## src/rtl/zigbee_pkg.sv

```systemverilog
// Shared widths and the packer FSM state type for the ZigBee transmit path.
package zigbee_pkg;

    localparam int SYM_W     = 4;
    localparam int NUM_LANES = 4;
    localparam int WORD_W    = 16;
    localparam int SEL_W     = 2;
    localparam int CNT_W     = 3;

    typedef enum logic {
        FILL = 1'b0,
        HOLD = 1'b1
    } packer_state_t;

    // Lane 0 is the MSB nibble, so lane k sits 4*k bits below the top of the word.
    function automatic logic [WORD_W-1:0] lane_mask(input logic [SEL_W-1:0] sel);
        return 16'hF000 >> {sel, 2'b00};
    endfunction

endpackage

```

## src/rtl/demux_sym_packer_if.sv

```systemverilog
// Symbol intake and word output handshakes of the symbol-to-word packer.
interface demux_sym_packer_if
    import zigbee_pkg::*;
();

    logic                inSymValid;
    logic [SYM_W-1:0]    inSymData;
    logic                outSymReady;
    logic                inFlush;
    logic                outWordValid;
    logic [WORD_W-1:0]   outWordData;
    logic [CNT_W-1:0]    outWordLanes;
    logic                inWordReady;
    logic [SEL_W-1:0]    outSel;

    modport slave (
        input  inSymValid, inSymData, inFlush, inWordReady,
        output outSymReady, outWordValid, outWordData, outWordLanes, outSel
    );

    modport master (
        output inSymValid, inSymData, inFlush, inWordReady,
        input  outSymReady, outWordValid, outWordData, outWordLanes, outSel
    );

endinterface

```

## src/rtl/demux_sym_packer_demux.sv

```systemverilog
// 4-bit 1:4 demux: routes inData onto lane inSel of a 16-bit bus, other lanes zero.
module DEMUX144
    import zigbee_pkg::*;
(
    input  logic [SYM_W-1:0]  inData,
    input  logic [SEL_W-1:0]  inSel,
    output logic [WORD_W-1:0] outData
);

    always_comb begin
        outData = '0;
        for (int k = 0; k < NUM_LANES; k++) begin
            if (inSel == SEL_W'(k)) begin
                outData[WORD_W-1-SYM_W*k -: SYM_W] = inData;
            end
        end
    end

endmodule

```

## src/rtl/demux_sym_packer.sv

```systemverilog
// Packs a stream of 4-bit symbols into 16-bit words through a round-robin demux,
// with a one-word output slot so intake keeps going while a word waits downstream.
module demux_sym_packer
    import zigbee_pkg::*;
#(
    parameter logic [SYM_W-1:0] PAD_NIBBLE = 4'h0
) (
    input  logic               clk,
    input  logic               resetn,
    demux_sym_packer_if.slave  bus
);

    localparam logic [WORD_W-1:0] PAD_WORD = {NUM_LANES{PAD_NIBBLE}};

    packer_state_t     state;
    packer_state_t     stateNext;

    logic [WORD_W-1:0] acc;
    logic [SEL_W-1:0]  sel;
    logic [CNT_W-1:0]  count;

    logic              wordValid;
    logic [WORD_W-1:0] wordData;
    logic [CNT_W-1:0]  wordLanes;

    logic [WORD_W-1:0] routed;
    logic [WORD_W-1:0] accWritten;
    logic [CNT_W-1:0]  countWritten;
    logic              accept;
    logic              slotFree;
    logic              closeEv;
    logic              transfer;

    DEMUX144 u_demux (
        .inData  (bus.inSymData),
        .inSel   (sel),
        .outData (routed)
    );

    always_ff @(posedge clk or negedge resetn) begin
        if (!resetn) begin
            state <= FILL;
        end else begin
            state <= stateNext;
        end
    end

    // accWritten/countWritten describe the word including a same-cycle symbol,
    // so a flush or lane-3 accept closes the word with that symbol already in it.
    always_comb begin
        stateNext    = state;
        accept       = bus.inSymValid && (state == FILL);
        slotFree     = !wordValid || bus.inWordReady;
        accWritten   = accept ? ((acc & ~lane_mask(sel)) | routed) : acc;
        countWritten = count + CNT_W'(accept);
        closeEv      = (state == FILL) &&
                       ((accept && (sel == SEL_W'(NUM_LANES - 1))) ||
                        (bus.inFlush && (countWritten != '0)));
        transfer     = (closeEv || (state == HOLD)) && slotFree;

        unique case (state)
            FILL: if (closeEv && !slotFree) stateNext = HOLD;
            HOLD: if (slotFree)             stateNext = FILL;
            default: stateNext = FILL;
        endcase
    end

    always_ff @(posedge clk or negedge resetn) begin
        if (!resetn) begin
            acc   <= PAD_WORD;
            sel   <= '0;
            count <= '0;
        end else if (transfer) begin
            acc   <= PAD_WORD;
            sel   <= '0;
            count <= '0;
        end else if (accept) begin
            acc   <= accWritten;
            sel   <= sel + SEL_W'(1);
            count <= countWritten;
        end
    end

    // Data and lane count are left untouched when a word is consumed; only valid drops.
    always_ff @(posedge clk or negedge resetn) begin
        if (!resetn) begin
            wordValid <= 1'b0;
            wordData  <= '0;
            wordLanes <= '0;
        end else if (transfer) begin
            wordValid <= 1'b1;
            wordData  <= accWritten;
            wordLanes <= countWritten;
        end else if (bus.inWordReady) begin
            wordValid <= 1'b0;
        end
    end

    assign bus.outSymReady  = (state == FILL);
    assign bus.outWordValid = wordValid;
    assign bus.outWordData  = wordData;
    assign bus.outWordLanes = wordLanes;
    assign bus.outSel       = sel;

endmodule
```

## src/flat_wrapper.sv

```systemverilog
// flat-port wrapper written by rule: the top's interface ports become plain ports
module demux_sym_packer_flat import zigbee_pkg::*;
#(
    parameter logic [SYM_W-1:0] PAD_NIBBLE = 4'h0
)
  (clk, resetn, bus_inSymValid, bus_inSymData, bus_inFlush, bus_inWordReady, bus_outSymReady, bus_outWordValid, bus_outWordData, bus_outWordLanes, bus_outSel);
  demux_sym_packer_if bus_i ();
  input  logic clk;
  input  logic resetn;
  input wire logic [$bits(bus_i.inSymValid)-1:0] bus_inSymValid;
  input wire logic [$bits(bus_i.inSymData)-1:0] bus_inSymData;
  input wire logic [$bits(bus_i.inFlush)-1:0] bus_inFlush;
  input wire logic [$bits(bus_i.inWordReady)-1:0] bus_inWordReady;
  output wire logic [$bits(bus_i.outSymReady)-1:0] bus_outSymReady;
  output wire logic [$bits(bus_i.outWordValid)-1:0] bus_outWordValid;
  output wire logic [$bits(bus_i.outWordData)-1:0] bus_outWordData;
  output wire logic [$bits(bus_i.outWordLanes)-1:0] bus_outWordLanes;
  output wire logic [$bits(bus_i.outSel)-1:0] bus_outSel;
  assign bus_i.inSymValid = bus_inSymValid;
  assign bus_i.inSymData = bus_inSymData;
  assign bus_i.inFlush = bus_inFlush;
  assign bus_i.inWordReady = bus_inWordReady;
  assign bus_outSymReady = bus_i.outSymReady;
  assign bus_outWordValid = bus_i.outWordValid;
  assign bus_outWordData = bus_i.outWordData;
  assign bus_outWordLanes = bus_i.outWordLanes;
  assign bus_outSel = bus_i.outSel;
  demux_sym_packer #(.PAD_NIBBLE(PAD_NIBBLE)) u_core (.clk(clk), .resetn(resetn), .bus(bus_i));
endmodule
```

## config.mk

```make
export PLATFORM = sky130hd
export DESIGN_NAME = demux_sym_packer_flat
export DESIGN_NICKNAME = d
export VERILOG_FILES = /design/src/rtl/zigbee_pkg.sv /design/src/rtl/demux_sym_packer_if.sv /design/src/rtl/demux_sym_packer_demux.sv /design/src/rtl/demux_sym_packer.sv /design/src/flat_wrapper.sv
export SDC_FILE = /design/constraint.sdc
export NUM_CORES = 1
export LEC_CHECK = 0
export CORE_ASPECT_RATIO = 0.8
export CORE_MARGIN = 2
export CORE_UTILIZATION = 40
export CTS_BUF_LIST = sky130_fd_sc_hd__clkbuf_16
export DETAILED_ROUTE_END_ITERATION = 10
export PLACE_DENSITY = 0.65
export SLEW_MARGIN = 20
export SYNTH_ARGS = -nofsm -noshare
export SYNTH_HDL_FRONTEND = slang
export SYNTH_HIERARCHICAL = 1
export SYNTH_SLANG_ARGS = --single-unit
```

## constraint.sdc

```tcl
create_clock -name clk -period 6.7 [get_ports clk]
set_input_delay 0.67 -clock clk [delete_from_list [all_inputs] [get_ports clk]]
set_output_delay 0.67 -clock clk [all_outputs]
set_load 0.05 [all_outputs]
```

# Yosys cells after proc, flatten, opt, wreduce, memory -nomap -nowiden

Index checks and enable logic that the tools add are counted.

Logic and storage cells: 48
Register bits: 42

Muxes and demuxes: 16
Bitwise logic cells: 4
Reduce and logical (&&, ||, !) cells: 15
Shift operators: 1
Add/sub/neg operators: 2
Eq/ne operators: 3

Operators by type and width:

| kind                                                | number |
|---|---|
| 2-to-1 mux 16 bit                                   | 3 |
| AND 16 bit                                          | 1 |
| 2-to-1 mux 4 bit                                    | 4 |
| inverter 16 bit                                     | 1 |
| OR 16 bit                                           | 1 |
| >> shifter 16 x 4 -> 16 bit, first input constant   | 1 |
| logical AND 1 bit                                   | 6 |
| 2-to-1 mux 3 bit                                    | 2 |
| equality test 2 bit, second input constant          | 2 |
| 2-to-1 mux 1 bit                                    | 4 |
| 2-to-1 mux 2 bit                                    | 2 |
| nonzero test 2 bit                                  | 2 |
| adder 3 x 1 -> 3 bit                                | 1 |
| logical OR 1 bit                                    | 3 |
| nonzero test 3 bit                                  | 1 |
| adder 2 x 1 -> 2 bit, second input constant         | 1 |
| equality test 2 x 1 -> 1 bit, second input constant | 1 |
| logical NOT 1 bit                                   | 2 |
| logical NOT 2 bit                                   | 1 |
| case mux 1 bit (2 select lines)                     | 1 |
| inverter 1 bit                                      | 1 |

# Depth between registers and ports, before layout

Gate-level depths: netlist of run 1.

Depth after elaboration: 10
Mapped depth: 11
Depth with buffers taken out: 7

# Cells and area by module

Netlist of run 1, hierarchy kept.

Modules (own cells, without submodules):

| module           | cells an instance | area an instance (µm²) | instances | seq. area each (µm²) |
|---|---|---|---|---|
| demux_sym_packer | 159               | 1785.5                 | 1         | 1051.0 |
| DEMUX144         | 18                | 155.1                  | 1         | 0.0 |

# Worst setup path before layout of run 1

OpenSTA, ideal clock, no wires.

Kind: input to register
Start point: input bus_inSymValid
End point: register u_core.wordData[10], in the netlist u_core/bus.outWordData[10]
Data arrival time: 2.446 ns
Path slack: 4.128 ns
Buffers on the path: 4
Data required time: 6.575 ns
Cell stages on the path: 11
Cell sequence: nor2b_1 -> buf_2 -> buf_2 -> ha_1 -> ha_1 -> o21a_1 -> a211oi_1 -> or2_1 -> buf_6 -> buf_8 -> o21ai_1

Cells in the longest elaborated chain, start to end: 8
Elaborated cells between the ends (all ways): 10
Those cells by class: add/sub (1); mux (1); reduce/logical (8)

Ends and longest elaborated chain:

| item                             | RTL line               | RTL |
|---|---|---|
| start, declared                  | flat_wrapper.sv:10     | `input wire logic [$bits(bus_i.inSymValid)-1:0] bus_inSymValid;` |
| logical AND 1 bit                | demux_sym_packer.sv:52 | `accept = bus.inSymValid && (state == FILL);` |
| adder 3 x 1 -> 3 bit             | demux_sym_packer.sv:55 | `countWritten = count + CNT_W'(accept);` |
| named net u_core.countWritten[1] | demux_sym_packer.sv:28 | `logic [CNT_W-1:0] countWritten;` |
| nonzero test 3 bit               | demux_sym_packer.sv:58 | `(bus.inFlush && (countWritten != '0)));` |
| logical AND 1 bit                | demux_sym_packer.sv:58 |  |
| logical OR 1 bit                 | demux_sym_packer.sv:57 | `((accept && (sel == SEL_W'(NUM_LANES - 1))) \|\|` |
| logical AND 1 bit                | demux_sym_packer.sv:56 | `closeEv = (state == FILL) &&` |
| logical OR 1 bit                 | demux_sym_packer.sv:59 | `transfer = (closeEv \|\| (state == HOLD)) && slotFree;` |
| logical AND 1 bit                | demux_sym_packer.sv:59 |  |
| end signal, assigned             | demux_sym_packer.sv:92 | `wordData <= accWritten;` |
| end, declared                    | demux_sym_packer.sv:23 | `logic [WORD_W-1:0] wordData;` |

The timed path passes the listed nets, and every way through them passes these cells.
A chain may end at the register's enable or synchronous reset.

# Worst setup path after layout of run 1

Start point: input bus_inSymValid
End point: register u_core.wordData[2], in the netlist u_core/bus.outWordData[2]

The elaborated chain is that of the path after synthesis.

==> results of run 1 <==
[per-stage QoR]
step           setup slack [ns]  utilization [%]  power [W]  instance area, µm²  hold WS [ns]
6_report                   3.29             51.2    0.00124                2370         0.509
5_1_grt                    3.01             51.2    0.00132                2370         0.544
4_1_cts                    3.24             51.2    0.00125                2370         0.517
3_5_place_dp               2.97             48.2    0.00102                2230         0.504
3_3_place_gp               3.10             48.2    0.00101                2230         0.491
2_1_floorplan              4.13                -   0.000874                1940         0.374
[power groups by stage]
stage / logic, W / clock network [W] / registers [W]
final: 0.000605 / 0.000224 / 0.000411
after global routing: 0.000657 / 0.000242 / 0.000425
after CTS: 0.000611 / 0.000228 / 0.000413
after detailed placement: 0.000609 / 0 / 0.000416
after global placement: 0.000595 / 0 / 0.000412
after floorplan: 0.000301 / 0 / 0.000573
[Yosys cell counts (4+ instances only)]
master,instances,area share (%)
sky130_fd_sc_hd__ha_1,6,3.9
sky130_fd_sc_hd__o21ai_0,22,5.7
sky130_fd_sc_hd__and3_1,4,1.3
sky130_fd_sc_hd__buf_6,4,2.3
sky130_fd_sc_hd__o21ai_2,5,2.3
sky130_fd_sc_hd__nor3b_1,4,1.5
sky130_fd_sc_hd__a22oi_1,16,6.2
sky130_fd_sc_hd__nand2_1,6,1.2
sky130_fd_sc_hd__nor2_1,26,5.0
sky130_fd_sc_hd__and3b_2,6,3.1
sky130_fd_sc_hd__dfrtp_1,42,54
sky130_fd_sc_hd__o21ai_1,6,1.5
[logic make-up (layout without fill, tap and decap cells)]
group | count (synthesis) | in the layout
AND/OR/NAND/NOR | 52 | 52
flip-flops | 42 | 42
buffers and inverters | 16 | 46
multiplexers | 2 | 2
AO/OA/AOI/OAI | 56 | 56
adder cells (fa/ha/maj) | 6 | 6
XOR/XNOR | 3 | 3
[routing by layer]
metal	up-vias	GRT usage (%)	share of wire (%)
met5	-	0	0
met4	0	5.63	1.4
met3	7	4.51	3.1
met2	26	27.3	49
met1	709	23.6	47
li1	682	-	-
[registers in the layout (all words and copies together), names as in the netlist]
signal	flops
u_core/bus.outSel	2
u_core/bus.outWordData	16
u_core/acc	16
u_core/state	1
u_core/bus.outWordLanes	3
u_core/bus.outWordValid	1
u_core/count	3
[how the worst max path moves through the flow]
stage,to,slack [ns],depth (start not counted)
floorplan,u_core/bus.outWordData[10],4.13,11
global placement,u_core/bus.outWordData[0],3.10,10
detailed placement,u_core/bus.outWordData[2],2.97,10
CTS,u_core/bus.outWordData[2],3.24,10
global route,u_core/bus.outWordData[2],3.01,10
finish,u_core/bus.outWordData[2],3.29,10
[layout make-up]
class	instances	area, µm²	share of cell area [%]
multi-input combinational	119	757	32.0
tap	60	75.1	3.17
sequential	42	1050	44.4
clock buffer	5	125	5.29
timing repair buffer	35	335	14.2
inverter	3	11.3	0.476
clock inverter	3	12.5	0.529
[cells in the final DEF, fill, tap and decap left out, types with 2 or more instances in the layout]
| cell | count |
|---|---|
| sky130_fd_sc_hd__o21ai_2 | 5 |
| sky130_fd_sc_hd__inv_1 | 4 |
| sky130_fd_sc_hd__nor3b_1 | 4 |
| sky130_fd_sc_hd__a22oi_1 | 16 |
| sky130_fd_sc_hd__clkbuf_16 | 5 |
| sky130_fd_sc_hd__and3b_2 | 6 |
| sky130_fd_sc_hd__o21ai_0 | 22 |
| sky130_fd_sc_hd__o21ai_1 | 6 |
| sky130_fd_sc_hd__dfrtp_1 | 42 |
| sky130_fd_sc_hd__nor2b_1 | 2 |
| sky130_fd_sc_hd__buf_4 | 4 |
| sky130_fd_sc_hd__ha_1 | 6 |
| sky130_fd_sc_hd__xor2_1 | 2 |
| sky130_fd_sc_hd__mux2i_1 | 2 |
| sky130_fd_sc_hd__nor2_1 | 26 |
| sky130_fd_sc_hd__nand2_1 | 6 |
| sky130_fd_sc_hd__clkdlybuf4s50_1 | 30 |
| sky130_fd_sc_hd__and3_1 | 4 |
| sky130_fd_sc_hd__a22o_1 | 3 |
| sky130_fd_sc_hd__and3b_1 | 2 |
==> metrics list, run 1 <==
* Status: finished clean
- Setup violations remaining at the end of the flow were counted as 0.
* Clk Tree Root Cell: sky130_fd_sc_hd__clkbuf_16
- Core region area: about 4600 µm²
* Summed instance area of the synthesized netlist: 1940 µm²
- Bufs on Longest Clock Path: 2
* Number of design rule violations left after detail routing: 0
- Clock network latency to the later pin of the worst-skew pair: approximately 0.28 ns
* Post-layout min period: 3.41 ns
- Cell internal power was estimated by the tool at between 0.0006 and 0.0007 W.
- For this design the top-level I/O count stands at 32.
* Die Footprint: 5430 µm²
- Power density normalized to cell area: 524 nW/µm²
- Number of enable-type register cells in the synthesized netlist: 0
* Via count of the routed design: about 1400
* Number of placement rows: 22
- The first global-routing pass estimated 6.98 mm of wire.
- Vias in the first global route: 1409
- Clock-pin slew was measured on the worst setup and hold paths at 0.06 ns.
- Fraction of the mapped netlist area in compound gates: 18.4%
- Tracing the worst setup path back leads to its startpoint at bus_inSymValid.
- VDD sags by at most 0.234 mV.
- The worst register-to-register path begins at u_core/state.
* Sequential share of the synthesized area: 54.2%
- Kind of critical path: in2reg
- Setup repair after global routing left no endpoint under its margin.
* Die Y-Extent: around 66 µm
- In the global route stage, overall resource usage came out at approximately 17%.
* Post-CTS sizing: 0
- In this run, synthesis produced a sequential element count of 42.
- Counting cells, the worst reg-to-reg path comes to 9.
* Post-CTS repair timing setup buffer count: 0
* Worst R2R End: u_core/bus.outWordData[2]
- Summed over all layers, the routed wires come to approximately 4.1 mm.
* Data arrival at the endpoint of the critical path: around 3.5 ns
* Power share of the combinational group: 48.8%
- Measured slew at the worst slew-check pin: 0.888 ns
- Sinks on the clock net: 42
- Buffers placed on the I/O ports in this run total 31.
* Most used flip-flop cell after synthesis: sky130_fd_sc_hd__dfrtp_1
* Post-Synthesis Cells: 177
- Of the total synthesized cell area, the portion taken by full adders, half adders and majority gates is 3.87%.
- In this run, the clock network consumes 18.1% of the power.
- In the synthesized netlist, mux cells make up 1.03% of the area.
* Number of distinct library cells after synthesis: 30
- Before antenna repair, the detailed router went through 4 iterations.
- Number of antenna violations at the first check in global routing: 0
- Grouping stages by cell kind, the critical path spends the most delay in buffers and inverters.
- Once detailed placement completed, the half-perimeter wirelength came to approximately 2.8 mm.
- The number of buffers and inverters on the critical path is 3.
- H-tree lvl count: 2
- Startpoint types: input port
- Worst Clk Skew: a little over 0.005 ns
* Syn Nets: 192
* Switching power of the nets: 0.000554 W
- Relative slew slack: between 40% and 50%
- For the worst setup path, the data required time is 6.82 ns.
* Leakage power figure: 1.10 nW
- Horizontal die dimension: 81.9 µm
* Worst-case register-to-register setup slack: 3.78 ns
* Max-cap violations: 0
* DRC marker count from the first detailed-route iteration: 92
* Register share of total power: 33.2%
* Dominant combinational cell family by area after synthesis: compound AO/OA/AOI/OAI gates
* Starting density of the core: around two fifths
- For this run, the post-layout net count is between 200 and 250.
* Fraction of final layout cells with drive strength greater than 1: 10.6%
- Counting the buffers created by CTS gives 5.
- The area growth from synthesis to layout is 22.0%.
- The final max-slew violation count is 0.
- Entering global routing, the biggest net connects 43 pins.
* Stage delay of the slowest cell on the critical path: between 0.5 and 0.6 ns
- Cell chain of the critical path: clkdlybuf4s50_1 -> nor2b_1 -> buf_4 -> ha_1 -> ha_1 -> o21a_1 -> a211oi_1 -> buf_4 -> or2_1 -> o21ai_0
- Number of standard cells in the layout, taps in and fillers out: approximately 270
- The count of nets left with antenna violations once routing finished came out at 0.
* Final Cycle Share: 50.9%
- CP max-delay cell: sky130_fd_sc_hd__or2_1
- Of the total synthesized cell area, the portion taken by XOR and XNOR cells is 1.35%.
* TritonCTS clock tree: done
* Placed Cells: approximately 260
- In this run switching power makes up 44.7% of total power.
- The min-delay analysis places its worst path in the category in2async.
- Average wire per standard cell: approximately 15 µm
- The repair_antennas step left the layout with diodes totalling 0.
- After detailed routing, the number of vias per cell comes to about 5.3.
* Global route overflow: 0
- TNS Setup: 0 ns
* Share of async-settable or async-resettable flops after synthesis: 100%
- After filler insertion, the fill cell instance count of the layout stands at 414.
* Simple-gate portion of the synthesized area: 14.3%
- STA classifies the critical path endpoint as a register.
- During synthesis, Yosys emitted a total of 6 warnings.
- Static timing analysis puts the maximum clock frequency at 293 MHz.
- Along the worst path, the maximum fanout reaches 27.
* Weighted congestion reported at the end of routability-driven placement: 0.778
* Hold Buf Count CTS: 0
- The final count of hold timing violations came to 0.
* Avg Cell Area, Syn: 11.0 µm²
No activity file was read; power rests on OpenSTA's default activity.
==> inputs of run 2 (changes only) <==
--- a/config.mk
+++ b/config.mk
@@ -10,7 +10,7 @@
 export CORE_UTILIZATION = 40
 export CTS_BUF_LIST = sky130_fd_sc_hd__clkbuf_16
 export DETAILED_ROUTE_END_ITERATION = 10
-export PLACE_DENSITY = 0.65
+export PLACE_DENSITY = 0.67
 export SLEW_MARGIN = 20
 export SYNTH_ARGS = -nofsm -noshare
 export SYNTH_HDL_FRONTEND = slang
==> constraint.sdc (replaced) <==
create_clock -name clk -period 2.95 [get_ports clk]
set_input_delay 0.295 -clock clk [delete_from_list [all_inputs] [get_ports clk]]
set_output_delay 0.295 -clock clk [all_outputs]
set_load 0.05 [all_outputs]
==> run 2 against run 1 <==
Against the previous run:
- setup slack got worse by 2.5 ns
- cell count increased by 1.1%
- non-clock buffer count increased by 3
- clock power increased to 3.1 times the previous value
- critical path depth decreased by 9
- global-route usage decreased by 0.80 points
- largest cell class unchanged
- register-to-register slack got worse by 2.9 ns
- worst hold slack got worse by 0.36 ns
==> metrics list, run 2 (same netlist as run 1, synthesis figures left out) <==
- Status: finished clean
- Sinks on the clock net: 42 (unchanged)
- The switching power as a share of total power came to 41.9% (-2.8 points).
- The initial cell density of the core was 42.0% (unchanged).
- STA classifies the critical path startpoint as a register.
- The total internal power is 0.00177 W (+160%).
- Clk Tree Root Cell: sky130_fd_sc_hd__clkbuf_16
* Highest ir drop seen on vdd: 0.587 mV (+150%)
- The worst slew margin relative to its limit was 38.3% (-2.5 points).
- Switching power of the nets: 0.00128 W (+130%)
- The number of hold buffers added after CTS was 0 (unchanged).
- The post-route setup TNS came to 0 ns (unchanged).
- The share of post-route cells with drive strength above 1 came to 13.3% (+2.7 points).
* Worst hold path type: in2async
- The area growth from synthesis to layout is 26.2%.
* Clock input transition at the sequential cells of the worst setup and hold paths: 0.06 ns (about the same)
- The post-route worst setup slack was 0.739 ns (-2.55 ns).
- Power density normalized to cell area: 1240 nW/µm² (+140%)
- Global route overflow: 0 (unchanged)
* Required time worst endpoint: 2.65 ns (-4.17 ns)
* RSZ-0062 raised after global routing: false
- Leaving out fill and tap cells, the most frequent cell in the layout is sky130_fd_sc_hd__dfrtp_1.
- Final Cycle Share: 74.9%
- Vias per inst: 5.37 (+0.62%)
- The transition time at the pin with the least slew margin came to 0.925 ns (+0.0370 ns).
* CP bufs+invs: 1 (-2)
- The number of rows created at floorplan is 22 (unchanged).
* First-pass GRT wire length: 6.78 mm (-3.0%)
- Clock group share of total power: 22.7% (+4.6 points)
- Critical path peak fanout: 21 (-22%)
- Core region area: 4620 µm² (unchanged)
- The count of input and output buffers was 31 (unchanged).
- The instance count on the critical path was 1 (-9).
* Max-cap violations: 0 (unchanged)
* Final setup violating endpoints: 0 (unchanged)
- Leakage power figure: 1.14 nW (+3.2%)
* TritonCTS clock tree: done
- NumNets Final: 224 (+1.4%)
- Post-layout min period: between 2 and 2.5 ns
* Aggregate routed wire length: 4.08 mm (-0.99%)
- The die outline area came to 5430 µm² (unchanged).
- The last weighted congestion value of the routability-driven placer came to 0.767 (-1.4%).
* # diodes: 0 (unchanged)
* CP max-delay cell: sky130_fd_sc_hd__clkdlybuf4s50_1
- The number of antenna violations at the first check in global routing is 0 (unchanged).
* Commonest cells after routing, fill and taps aside: 42 x sky130_fd_sc_hd__dfrtp_1, 30 x sky130_fd_sc_hd__clkdlybuf4s50_1, 26 x sky130_fd_sc_hd__nor2_1, 22 x sky130_fd_sc_hd__o21ai_0, 16 x sky130_fd_sc_hd__a22oi_1
- The average wire length per cell after detail routing was 15.1 µm (-2.1%).
- Register share of total power: 30.6% (-2.6 points)
- The cell count of the worst reg-to-reg path came to 8 (-1).
- Global routing usage summed across all routing layers: 16.6% (-0.80 points)
* Stage delay of the slowest cell on the critical path: 0.92 ns (+0.34 ns)
- The number of inserted filler cells in the final layout was 419 (+1.2%).
- The critical path is of the reg2out type.
* Antenna viol nets, final: 0 (unchanged)
- DRC marker count from the first detailed-route iteration: 120 (+30%)
- Cell chain of the critical path: clkdlybuf4s50_1
* Highest achievable clock rate: 452 MHz
- The clock tree skew after final layout was 0.00388 ns (-0.00125 ns).
- Die Y-Extent: 66.3 µm (unchanged)
* Detailed-routing iteration count for the pre-antenna-repair pass: 4 (unchanged)
- Post-CTS sizing: 0 (unchanged)
* H-tree lvl count: 2 (unchanged)
* Top Family by Delay on Critical Path: buffers and inverters
- Via count of the routed design: 1449 (+1.8%)
- Maximum number of pins on one net before global-route repair: 43 (unchanged)
- Placed Cells: 262 (+1.2%)
* Vias in the first global route: 1359 (-3.5%)
- The final max-slew violation count came to 0 (unchanged).
- Number of design rule violations left after detail routing: 0 (unchanged)
- The insertion delay to the later sink of the worst-skew pair came to 0.28 ns (about the same).
- Top Ports: 32 (unchanged)
- STA classifies the critical path endpoint as a primary output.
- Post-CTS repair timing setup buffer count: 0 (unchanged)
- The logic gate share of total power is 46.7% (-2.1 points).
- Number of hold-slack violations in the final timing report: 0 (unchanged)
- Number of standard cells in the layout, taps in and fillers out: 270 (+1.1%)
- Share of the core filled with cells: 52.9% (+1.8 points)
- Post-DP HPWL: 2.71 mm (-2.5%)
* Bufs on Longest Clock Path: 2 (unchanged)
* Horizontal die dimension: 81.9 µm (unchanged)
- Post-placement setup slack: 0.463 ns (-2.51 ns)
- The clock buffer count from CTS is 5 (unchanged).
- The arrival time at the worst endpoint was 1.92 ns (-1.62 ns).
==> run 2: layout make-up <==
class                      count  area, µm²  area share (%)
inverter                       3       11.3           0.460
timing repair buffer          38        358            14.6
sequential                    42       1050            42.9
multi-input combinational    119        764            31.2
clock inverter                 3       63.8            2.61
clock buffer                   5        125            5.11
tap                           60       75.1            3.07
==> run 2: path summary, 6_finish.rpt <==
path / startpoint / endpoint / slack (ns)
worst max-delay path: u_core/bus.outSel[0] / bus_outSel[0] / 0.74
max in group asynchronous: resetn / u_core/acc[2] / 2.22
worst min-delay path: resetn / u_core/bus.outWordValid / 0.15
worst min register to register: u_core/bus.outWordData[1] / u_core/bus.outWordData[1] / 0.50
min in group clk: u_core/bus.outWordData[1] / u_core/bus.outWordData[1] / 0.50
worst max register to register: u_core/state / u_core/bus.outWordData[4] / 0.90
==> run 2: metal layers <==
metal	wire length, µm	global-route usage, %	vias to the layer above
met5	0	0	-
met4	25	4.38	0
met3	224	4.64	2
met2	1710	23.1	42
met1	2130	25.2	710
li1	-	-	695
==> run 2: metrics by stage <==
stage	instance area [µm²]	power, W	hold slack (ns)
finish	2450	0.00304	0.145
global route	2450	0.00323	0.236
CTS	2450	0.00307	0.189
detailed placement	2260	0.00237	0.480
global placement	2260	0.00235	0.485
floorplan	1940	0.00199	-0.000591
==> run 2: power by group through the flow <==
stage	sequential (W)	combinational (W)	clock, W
2_1_floorplan	0.00130	0.000683	0
3_5_place_dp	0.000942	0.00142	0
3_3_place_gp	0.000941	0.00141	0
5_1_grt	0.000963	0.00154	0.000727
6_report	0.000931	0.00142	0.000692
4_1_cts	0.000935	0.00143	0.000702
